### src/rtl/ram_writer_pkg.sv
// Shared widths, debounce default and FSM encoding for the switch-loaded RAM writer.
package ram_writer_pkg;

    localparam int unsigned ADDR_W_DEF          = 4;
    localparam int unsigned DATA_W_DEF          = 8;
    localparam int unsigned DEBOUNCE_CYCLES_DEF = 1_000_000;

    typedef enum logic [1:0] {
        StIdle   = 2'd0,
        StWrite  = 2'd1,
        StVerify = 2'd2,
        StRead   = 2'd3
    } state_t;

endpackage

### src/rtl/btn_debounce.sv
// Pushbutton conditioner: 2-flop synchroniser, stable-level debounce counter, press pulse.
module btn_debounce
    import ram_writer_pkg::*;
#(
    parameter int unsigned DEBOUNCE_CYCLES = DEBOUNCE_CYCLES_DEF
) (
    input  logic clk,
    input  logic rst_n,
    input  logic btn,
    output logic press
);

    localparam int unsigned CNT_W = (DEBOUNCE_CYCLES > 1) ? $clog2(DEBOUNCE_CYCLES) : 1;
    localparam logic [CNT_W-1:0] CNT_MAX = CNT_W'(DEBOUNCE_CYCLES - 1);

    logic             sync_a_q, sync_b_q, level_q;
    logic             stable_q, stable_prev_q;
    logic [CNT_W-1:0] cnt_q, cnt_d;

    // level_q is the previous synchronised sample; any difference restarts the count.
    always_comb begin
        cnt_d = cnt_q;
        if (sync_b_q != level_q) begin
            cnt_d = '0;
        end else if (cnt_q != CNT_MAX) begin
            cnt_d = cnt_q + CNT_W'(1);
        end
    end

    always_ff @(posedge clk or negedge rst_n) begin
        if (!rst_n) begin
            sync_a_q      <= 1'b0;
            sync_b_q      <= 1'b0;
            level_q       <= 1'b0;
            cnt_q         <= '0;
            stable_q      <= 1'b0;
            stable_prev_q <= 1'b0;
        end else begin
            sync_a_q      <= btn;
            sync_b_q      <= sync_a_q;
            level_q       <= sync_b_q;
            cnt_q         <= cnt_d;
            stable_prev_q <= stable_q;
            if (cnt_q == CNT_MAX && sync_b_q == level_q) begin
                stable_q <= level_q;
            end
        end
    end

    assign press = stable_q & ~stable_prev_q;

endmodule

### src/rtl/ram_sync_writer.sv
// 16x8 register-file RAM written from switches with one-cycle readback verify,
// and read back to the display on demand.
module ram_sync_writer
    import ram_writer_pkg::*;
#(
    parameter int unsigned ADDR_W          = ADDR_W_DEF,
    parameter int unsigned DATA_W          = DATA_W_DEF,
    parameter int unsigned DEBOUNCE_CYCLES = DEBOUNCE_CYCLES_DEF
) (
    input  logic              clk,
    input  logic              rst_n,
    input  logic              wr_btn,
    input  logic              rd_btn,
    input  logic [ADDR_W-1:0] address,
    input  logic [DATA_W-1:0] wr_data,
    output logic [DATA_W-1:0] disp_data,
    output logic              busy,
    output logic              wr_done,
    output logic              verify_err
);

    localparam int unsigned DEPTH = 2 ** ADDR_W;

    logic              wr_press, rd_press;
    state_t            state_q, state_d;
    logic              capture;
    logic [ADDR_W-1:0] addr_q;
    logic [DATA_W-1:0] data_q;
    logic [DATA_W-1:0] disp_q;
    logic              err_q;
    logic [DATA_W-1:0] mem [DEPTH];
    logic [DATA_W-1:0] rd_word;

    btn_debounce #(
        .DEBOUNCE_CYCLES(DEBOUNCE_CYCLES)
    ) u_wr_debounce (
        .clk  (clk),
        .rst_n(rst_n),
        .btn  (wr_btn),
        .press(wr_press)
    );

    btn_debounce #(
        .DEBOUNCE_CYCLES(DEBOUNCE_CYCLES)
    ) u_rd_debounce (
        .clk  (clk),
        .rst_n(rst_n),
        .btn  (rd_btn),
        .press(rd_press)
    );

    assign rd_word = mem[addr_q];

    // Presses outside IDLE are dropped; a simultaneous write press beats the read.
    always_comb begin
        state_d = state_q;
        capture = 1'b0;
        wr_done = 1'b0;
        unique case (state_q)
            StIdle: begin
                if (wr_press) begin
                    state_d = StWrite;
                    capture = 1'b1;
                end else if (rd_press) begin
                    state_d = StRead;
                    capture = 1'b1;
                end
            end
            StWrite:  state_d = StVerify;
            StVerify: begin
                state_d = StIdle;
                wr_done = (rd_word == data_q);
            end
            StRead:   state_d = StIdle;
        endcase
    end

    always_ff @(posedge clk or negedge rst_n) begin
        if (!rst_n) begin
            state_q <= StIdle;
            addr_q  <= '0;
            data_q  <= '0;
            disp_q  <= '0;
            err_q   <= 1'b0;
        end else begin
            state_q <= state_d;
            if (capture) begin
                addr_q <= address;
                data_q <= wr_data;
            end
            if (state_q == StVerify || state_q == StRead) begin
                disp_q <= rd_word;
            end
            if (state_q == StVerify && rd_word != data_q) begin
                err_q <= 1'b1;
            end
        end
    end

    always_ff @(posedge clk or negedge rst_n) begin
        if (!rst_n) begin
            for (int i = 0; i < DEPTH; i++) begin
                mem[i] <= '0;
            end
        end else if (state_q == StWrite) begin
            mem[addr_q] <= data_q;
        end
    end

    assign busy       = (state_q != StIdle);
    assign disp_data  = disp_q;
    assign verify_err = err_q;

endmodule

### config.mk
export PLATFORM = sky130hd
export DESIGN_NAME = ram_sync_writer
export DESIGN_NICKNAME = d
export VERILOG_FILES = /design/src/rtl/ram_writer_pkg.sv /design/src/rtl/btn_debounce.sv /design/src/rtl/ram_sync_writer.sv
export SDC_FILE = /design/constraint.sdc
export NUM_CORES = 1
export LEC_CHECK = 0
export CAP_MARGIN = 20
export CORE_MARGIN = 3
export CORE_UTILIZATION = 40
export DETAILED_ROUTE_END_ITERATION = 10
export PLACE_DENSITY_LB_ADDON = 0.08
export SLEW_MARGIN = 10
export SYNTH_ARGS = -nofsm -noshare
export SYNTH_HDL_FRONTEND = slang
export SYNTH_SLANG_ARGS = --single-unit
### constraint.sdc
create_clock -name clk -period 8.4 [get_ports clk]
set_clock_uncertainty 0.05 [all_clocks]
set_input_delay 1.68 -clock clk [delete_from_list [all_inputs] [get_ports clk]]
set_output_delay 1.68 -clock clk [all_outputs]
set_load 0.005 [all_outputs]
==> impl_metrics.py, run 1 <==
metrics = {
    "die": {
        "start_util": 0.414,
        "die_area_um2": 24800,
        "fp.dieW_um": 158,
        "die_y_um": 158,
        "io_pins": 27,
        "row_count": 54,
        "core-area_um2": 22200,
    },
    "outcome": {
        "status": "completed",
    },
    "detailed_routing": {
        "vias": 5741,
        "wl_per_cell_um": 20.1,
        "drc_errors": 0,
        "drt_first_pass_iters": 4,
        "drt_iter0_drc": 272,
        "ant_nets": 0,
        "routed_wl_mm": 21.1,
        "vias_per_cell": 5.45,
    },
    "clocking": {
        "cts-root-buf": "clkbuf_16",
        "ctsHoldBuffers": 0,
        "clk_latency_ps": 510,
        "cts.repair_timing.setup_buffer_count": 0,
        "h-tree-depth": 1,
        "cts_buffers": 23,
        "clk_pin_slew_ps": 60,
        "cts_sinks": 201,
        "clockBufferDepth": 3,
        "tritoncts": "built",
        "cts_resized": 0,
    },
    "power_and_ir_drop": {
        "p_per_area_nw_per_um2": 188,
        "peakVddDrop_mv": 0.149,
        "p_leak_uw": 0.00503,
    },
    "grt": {
        "grt.overflow.total": 0,
        "grt_first_pass_wirelength_mm": 33.8,
        "grt_start_max_net_pins": 118,
        "track_usage": 0.176,
        "antenna_found_initial": 0,
        "grt_pass1_vias": 6032,
    },
    "synth": {
        "synth_top_cell_area_share": 0.548,
        "synth.largest_area_cell": "dfrtp_1",
        "yosysSeqAreaShare": 0.548,
        "synth_edf_count": 0,
        "synth-seq-cells": 201,
        "synth_nets": 757,
        "yosysWarnings": 0,
        "syn_area_um2": 9190,
        "synthArstFlopShare": 1.00,
        "synthDistinctLibCells": 47,
        "synth_common_cells": "dfrtp_1, mux2_2, nand2_1",
        "syn_area_per_cell_um2": 12.4,
        "yosysMostFrequentCell": "dfrtp_1",
        "ys.flop_type": "dfrtp_1",
        "ys_top_cells_by_area": "dfrtp_1, mux2_2, mux4_2",
        "synth_cells": 739,
    },
    "worst_setup_path": {
        "required_ps": 6670,
        "crit_arrival_ps": 4180,
        "worstSetupStartpointType": "register",
        "crit_path_end_kind": "output port",
        "crit_type": "reg -> out",
        "crit_fanout": 42,
    },
    "placed_design": {
        "numPortBuffers": 26,
        "routabilityCongestion": 0.807,
        "pre_cts_ws_ps": 2980,
        "hpwl_mm": 13.1,
        "placed_area_um2": 9640,
    },
    "timing": {
        "fmax_mhz": 169,
        "finalHoldViolCount": 0,
        "min_period_ps": 5910,
        "slew_violations": 0,
        "timing.final.ws_setup_ps": 2490,
        "final.setup.tns_ps": 0,
        "setup_viol": 0,
        "rsz0062_at_grt": "no",
        "maxSlewHeadroom": 0.232,
        "period_share": 0.704,
        "tightest_slew_ps": 1150,
    },
    "final_layout": {
        "syn_to_final_growth_pct": 13.1,
        "final_util": 0.469,
        "final_nets": 775,
        "final_area_um2": 10400,
        "antenna_cells": 0,
        "final_layout_size_suffix_gt1_frac": 0.247,
    },
    "hold_path": {
        "hold_path.class": "reg -> reg",
    },
    "job": {
        "cap_viol_max_count": 0,
    },
}
-- placed cells by master (no fill, tap or decap), types with 7 or more instances in the layout --
master,n
dfrtp_1,199
and3_1,11
xor2_1,26
a21oi_1,10
nand2_1,88
clkbuf_16,23
mux2i_1,32
nor2_1,49
mux2_2,117
nand4_1,11
nor2b_1,7
o21ai_0,34
nand3_1,19
or3_1,7
xnor2_1,11
mux4_2,22
clkdlybuf4s50_1,25
clkbuf_1,10
-- worst max-delay path: stages, from the launching register on --
cell and delay [ps]:
dfrtp_2 1050, mux4_1 650, mux2i_1 180, mux2i_1 130
xor2_1 180, a211o_1 260, nor4_2 510, nor2b_1 200
clkdlybuf4s50_1 510
-- per-stage QoR --
step / total power [µW] / std cells / hold WS (ps)
CTS: 1980 / 1052 / 297
global route: 2030 / 1054 / 304
detailed placement: 1040 / 1010 / 285
global placement: 1040 / 1010 / 285
finish: 1950 / 1054 / 296
floorplan: 1010 / 739 / 281
-- state kept, by name (all words and copies together) (netlist names) --
signal and count:
addr_q 4, data_q 8, disp_data 8, mem 128, state_q 2, u_rd_debounce.cnt_q 20
u_rd_debounce.level_q 1, u_rd_debounce.stable_prev_q 1, u_rd_debounce.stable_q 1, u_rd_debounce.sync_a_q 1, u_rd_debounce.sync_b_q 1, u_wr_debounce.cnt_q 20
u_wr_debounce.level_q 1, u_wr_debounce.stable_prev_q 1, u_wr_debounce.stable_q 1, u_wr_debounce.sync_a_q 1, u_wr_debounce.sync_b_q 1, verify_err 1
-- logic make-up (layout without fill, tap and decap cells) --
group	after synthesis	after routing	share of synthesized area
buf+inv	47	82	0.0247
fa+ha+maj	2	2	0.00272
simple gates	221	221	0.115
xor+xnor	38	38	0.0371
flops	201	201	0.548
compound gates	56	56	0.0334
mux	174	174	0.240
-- metal layers --
layer | global-route usage | wire length, µm | up-vias
met3 | 0.0258 | 789 | 29
li1 | - | - | 2639
met1 | 0.244 | 9700 | 2961
met2 | 0.292 | 10200 | 112
met4 | 0.0442 | 486 | 0
met5 | 0 | 0 | -
-- cell type report --
cell class,count,area [µm²]
fillers,2009,11800
flip-flops and latches,201,5030
multi-input cells,491,3930
clock buffers,37,668
repair buffers,34,357
well taps,280,350
clock inverters,5,28.8
inverters,6,22.5
-- path summary, 6_finish.rpt --
kind	from	end	depth (start not counted)	slack, ps
worst max-delay path	addr_q[0]$_DFFE_PN0P_	wr_done	8	2490
worst min-delay path	u_wr_debounce.sync_a_q$_DFF_PN0_	u_wr_debounce.sync_b_q$_DFF_PN0_	0	300
worst max register to register	addr_q[0]$_DFFE_PN0P_	verify_err$_DFFE_PN0P_	7	5130
worst min register to register	u_wr_debounce.sync_a_q$_DFF_PN0_	u_wr_debounce.sync_b_q$_DFF_PN0_	0	300
max in group asynchronous	rst_n	addr_q[0]$_DFFE_PN0P_	3	5680
min in group asynchronous	rst_n	mem[27]$_DFFE_PN0P_	1	1210
-- report_power, final --
| group | internal, µW | total (µW) | switching (µW) |
|---|---|---|---|
| clock | 543 | 921 | 378 |
| combinational | 15.2 | 46.3 | 31.1 |
| sequential | 975 | 980 | 5.53 |
Note: power is estimated with default switching activity, not from simulation.
==> run 2, diff against run 1 <==
- clock period: 8.4 -> 6 ns (I/O delays scaled with it)
==> run 2 against run 1 <==
Clock power grew 55%. Largest power group is now clock. Combinational power grew 40%. Worst setup slack lost 1900 ps. Flip-flop and latch count is the same. Final area grew 1.0%. Critical path depth grew 1. Sequential share of layout area shrank 0.49 points. First-iteration DRC count grew 36%. Non-clock buffer count grew 3.
==> impl_metrics.py, run 2 (synthesized netlist as in run 1, its figures left out) <==
metrics = {
    "timing": {
        "period_share": 0.899,
        "rsz0062_at_grt": "no",
        "min_period_ps": 5390,
        "finalHoldViolCount": 0,
        "setup_viol": 0,
        "tightest_slew_ps": 1150,
        "final.setup.tns_ps": 0,
        "fmax_mhz": 185,
        "slew_violations": 0,
        "whs_ps": 299,
        "maxSlewHeadroom": 0.235,
    },
    "power_and_ir_drop": {
        "peakVddDrop_mv": 0.187,
        "p_per_area_nw_per_um2": 273,
        "p_leak_uw": 0.00509,
    },
    "grt": {
        "track_usage": 0.179,
        "grt_pass1_vias": 5998,
        "grt_start_max_net_pins": 125,
        "grt.overflow.total": 0,
        "grt_first_pass_wirelength_mm": 34.5,
        "antenna_found_initial": 0,
    },
    "clocking": {
        "cts-root-buf": "clkbuf_16",
        "clk_latency_ps": 520,
        "cts.repair_timing.setup_buffer_count": 0,
        "cts_resized": 0,
        "clk_pin_slew_ps": 60,
        "ctsHoldBuffers": 0,
        "clockBufferDepth": 3,
        "cts_buffers": 23,
        "h-tree-depth": 1,
        "cts_sinks": 201,
        "tritoncts": "built",
    },
    "worst_setup_path": {
        "crit_fanout": 16,
        "max_stage_delay_ps": 820,
        "crit_chain": "buf_4 -> mux4_2 -> a22oi_1 -> nand3_1 -> xnor2_1 -> o21ai_0 -> nor4_2 -> nor2b_1 -> clkdlybuf4s50_1",
        "required_ps": 4750,
        "cpMaxStageDelayCell": "dfrtp_1",
        "crit_arrival_ps": 4140,
        "crit_path_end_kind": "output port",
        "crit_type": "reg -> out",
        "worstSetupStartpointType": "register",
    },
    "die": {
        "die_area_um2": 24800,
        "fp.dieW_um": 158,
        "start_util": 0.414,
        "io_pins": 27,
        "core-area_um2": 22200,
        "die_y_um": 158,
        "row_count": 54,
    },
    "detailed_routing": {
        "highest_layer": "met4",
        "drc_errors": 0,
        "routed_wl_mm": 21.5,
        "vias": 5752,
        "wl_per_cell_um": 20.3,
        "m1WireLength_mm": 10.0,
        "wl_met2_mm": 9.97,
        "drt_iter0_drc": 369,
        "ant_nets": 0,
        "vias_per_cell": 5.44,
        "drt_first_pass_iters": 4,
        "wl_met3_um": 997,
    },
    "final_layout": {
        "top_regs": "mem x128, u_rd_debounce.cnt_q x20, u_wr_debounce.cnt_q x20",
        "final_layout_size_suffix_gt1_frac": 0.259,
        "regMostFlops": "mem",
        "antenna_cells": 0,
        "seqCellArea_um2": 5030,
        "layout_common_cells": "dfrtp_1, mux2_2, nand2_1",
        "fillerInstances": 1992,
        "final_area_um2": 10500,
        "final_nets": 778,
        "final_common_cell": "dfrtp_1",
        "largest_reg_flops": 128,
        "syn_to_final_growth_pct": 14.2,
        "multi_input_area_um2": 3930,
    },
    "outcome": {
        "status": "completed",
    },
    "job": {
        "cap_viol_max_count": 0,
    },
    "placed_design": {
        "routabilityCongestion": 0.763,
        "numPortBuffers": 26,
        "placed_area_um2": 9670,
        "hpwl_mm": 13.3,
    },
    "hold_path": {
        "hold_path.class": "reg -> reg",
    },
}
-- run 2: changes by cell type in the layout (fill, tap and decap cells not counted), sizes merged --
| cell | delta |
|---|---|
| clkbuf | -2 |
| buf | +3 |
| bufinv | +1 |
| clkinv | +1 |
-- run 2: critical path: cells and delay by family, from the launching register on --
family,cells,cell delay (ps)
mux,1,540
simple gates,3,790
buf+inv,2,910
flops,1,820
xor+xnor,1,160
compound gates,2,390
-- run 2: cell type report --
cell class | count | area share
Clock buffer | 35 | 0.0677
Multi-Input combinational cell | 491 | 0.374
Sequential cell | 201 | 0.480
Inverter | 6 | 0.00215
Timing Repair Buffer | 37 | 0.0357
Clock inverter | 7 | 0.00715
Tap cell | 280 | 0.0334
-- run 2: where the power goes --
group | internal, µW | switching [µW] | total (µW)
Sequential | 1360 | 7.79 | 1370
Combinational | 21.6 | 43.3 | 64.9
Clock | 863 | 570 | 1430
Total | 2250 | 621 | 2870
-- run 2: path summary, 6_finish.rpt --
path                                             startpoint                               end  slack (ps)  cells past startpoint
hold / removal             u_wr_debounce.sync_a_q$_DFF_PN0_  u_wr_debounce.sync_b_q$_DFF_PN0_         300                      0
min in group asynchronous                             rst_n               mem[81]$_DFFE_PN0P_         510                      1
hold reg to reg            u_wr_debounce.sync_a_q$_DFF_PN0_  u_wr_debounce.sync_b_q$_DFF_PN0_         300                      0
setup / recovery                      addr_q[2]$_DFFE_PN0P_                           wr_done         610                      9
setup reg to reg                      addr_q[2]$_DFFE_PN0P_            verify_err$_DFFE_PN0P_        2840                      8
max in group asynchronous                             rst_n            state_q[0]$_DFFE_PN0P_        4080                      3
-- run 2: through the flow --
step	cells	util	power (µW)	worst slack [ps]
after floorplan	739	-	1420	2610
after global placement	1012	0.436	1460	1210
after detailed placement	1013	0.436	1460	1190
after CTS	1055	0.472	2910	599
after global routing	1057	0.474	2980	390
final	1057	0.474	2870	609
-- run 2: layer usage --
| layer | up-vias | track usage |
|---|---|---|
| met4 | 0 | 0.0450 |
| met2 | 104 | 0.287 |
| li1 | 2650 | - |
| met3 | 37 | 0.0335 |
| met1 | 2961 | 0.254 |
| met5 | - | 0 |
==> run 3, diff against run 2 <==
- PLACE_DENSITY_LB_ADDON: 0.08 -> unset
==> run 3 against run 2 <==
Total power decreased by 2.6%. Flip-flop and latch count unchanged. Maximum frequency up 3.8%. Clock power fell by 5%. Largest cell class unchanged.
==> impl_metrics.py, run 3 (synthesized netlist as in run 1, its figures left out) <==
metrics = {
    "timing": {
        "final.setup.tns_ps": 0,
        "period_share": 0.865,
        "finalHoldViolCount": 0,
        "fmax_mhz": 193,
        "tightest_slew_ps": 1100,
        "maxSlewHeadroom": 0.270,
        "min_period_ps": 5190,
        "rsz0062_at_grt": "no",
        "setup_viol": 0,
        "whs_ps": 292,
        "slew_violations": 0,
    },
    "grt": {
        "grt_pass1_vias": 5949,
        "track_usage": 0.170,
        "grt.overflow.total": 0,
        "antenna_found_initial": 0,
        "grt_start_max_net_pins": 111,
        "grt_first_pass_wirelength_mm": 33.0,
    },
    "worst_setup_path": {
        "crit_path_end_kind": "output port",
        "regToRegStartpoint": "addr_q[3]$_DFFE_PN0P_",
        "rrSetupSlack_ps": 2970,
        "crit_type": "reg -> out",
        "required_ps": 4750,
        "worstSetupStartpointType": "register",
        "crit_fanout": 43,
        "crit_start": "addr_q[3]$_DFFE_PN0P_",
        "crit_arrival_ps": 3940,
    },
    "final_layout": {
        "largest_reg_flops": 128,
        "top_regs": "mem x128, u_rd_debounce.cnt_q x20, u_wr_debounce.cnt_q x20",
        "layout_common_cells": "dfrtp_1, mux2_2, nand2_1",
        "regMostFlops": "mem",
        "final_layout_size_suffix_gt1_frac": 0.253,
        "syn_to_final_growth_pct": 13.2,
        "final_common_cell": "dfrtp_1",
        "antenna_cells": 0,
        "fillerInstances": 1998,
        "final_cell_count_no_fill": 1050,
        "final_area_um2": 10400,
        "final_nets": 775,
    },
    "placed_design": {
        "hpwl_mm": 13.2,
        "numPortBuffers": 26,
        "placed_area_um2": 9680,
        "placed_cells": 1014,
        "routabilityCongestion": 0.833,
    },
    "clocking": {
        "clk_latency_ps": 500,
        "clockBufferDepth": 3,
        "cts-root-buf": "clkbuf_16",
        "h-tree-depth": 1,
        "cts_buffers": 21,
        "cts_sinks": 201,
        "cts.repair_timing.setup_buffer_count": 0,
        "clk_pin_slew_ps": 60,
        "ctsHoldBuffers": 0,
        "tritoncts": "built",
        "cts_resized": 0,
    },
    "die": {
        "row_count": 54,
        "fp.dieW_um": 158,
        "core-area_um2": 22200,
        "io_pins": 27,
        "die_y_um": 158,
        "die_area_um2": 24800,
        "start_util": 0.414,
    },
    "job": {
        "cap_viol_max_count": 0,
    },
    "power_and_ir_drop": {
        "p_sw_uw": 565,
        "p_seq_frac": 0.491,
        "p_per_area_nw_per_um2": 269,
        "p_int_uw": 2230,
        "power.total_uw": 2800,
        "combPwrFrac": 0.022,
        "peakVddDrop_mv": 0.186,
        "p_leak_uw": 0.00504,
        "swShare": 0.202,
        "power_frac_clock": 0.487,
    },
    "detailed_routing": {
        "drt_first_pass_iters": 4,
        "drc_errors": 0,
        "routed_wl_mm": 20.5,
        "drt_iter0_drc": 293,
        "vias_per_cell": 5.44,
        "vias": 5707,
        "wl_per_cell_um": 19.6,
        "ant_nets": 0,
    },
    "outcome": {
        "status": "completed",
    },
    "hold_path": {
        "hold_path.class": "reg -> reg",
        "worstHoldStart": "u_rd_debounce.sync_a_q$_DFF_PN0_",
    },
}
==> run 3: changes by cell type in the layout (fill, tap and decap cells not counted), sizes merged <==
cell    before  now
buf         11   10
bufinv       1    4
clkbuf      36   27
clkinv       5    6
inv          7    6
==> run 3: area by class of cell <==
class | count | area [µm²] | area share
clock buffers | 26 | 574 | 0.0552
clock inverters | 10 | 150 | 0.0144
inverters | 6 | 22.5 | 0.00217
multi-input cells | 491 | 3930 | 0.378
flip-flops and latches | 201 | 5030 | 0.484
well taps | 280 | 350 | 0.0337
repair buffers | 36 | 343 | 0.0330
==> run 3: routing by layer <==
layer | GRT usage | vias up | part of all wire
met5 | 0 | - | 0
met4 | 0.0401 | 0 | 0.022
met3 | 0.0338 | 30 | 0.060
met2 | 0.280 | 135 | 0.47
met1 | 0.233 | 2906 | 0.45
li1 | - | 2636 | -
==> run 3: power groups by stage <==
stage | Combinational [µW] | Sequential (µW) | Clock, µW
after detailed placement | 64.6 | 1400 | 0
after floorplan | 20.4 | 1390 | 0
after global routing | 72.4 | 1370 | 1460
final | 62.1 | 1370 | 1360
after global placement | 62.2 | 1400 | 0
after CTS | 65.2 | 1370 | 1400
==> run 3: through the flow <==
stage               worst slack (ps)   util
floorplan                       2610      -
global placement                1320  0.436
detailed placement              1290  0.437
CTS                              759  0.469
global route                     544  0.469
finish                           807  0.469
==> run 3: worst paths after layout <==
| check | endpoint | cells after the start |
|---|---|---|
| max in group asynchronous | mem[33]$_DFFE_PN0P_ | 2 |
| min in group asynchronous | mem[83]$_DFFE_PN0P_ | 1 |
| max | wr_done | 8 |
| min | u_rd_debounce.sync_b_q$_DFF_PN0_ | 0 |
| max reg2reg | verify_err$_DFFE_PN0P_ | 7 |
| min reg2reg | u_rd_debounce.sync_b_q$_DFF_PN0_ | 0 |
==> run 3: critical path, stage by stage, from the launching register on <==
cell and delay, ps:
dfrtp_2 1090, mux4_2 420, mux2_4 300, xnor2_2 110
nor2_1 50, a211o_1 290, nor4_2 470, nor2b_1 190
clkdlybuf4s50_1 520
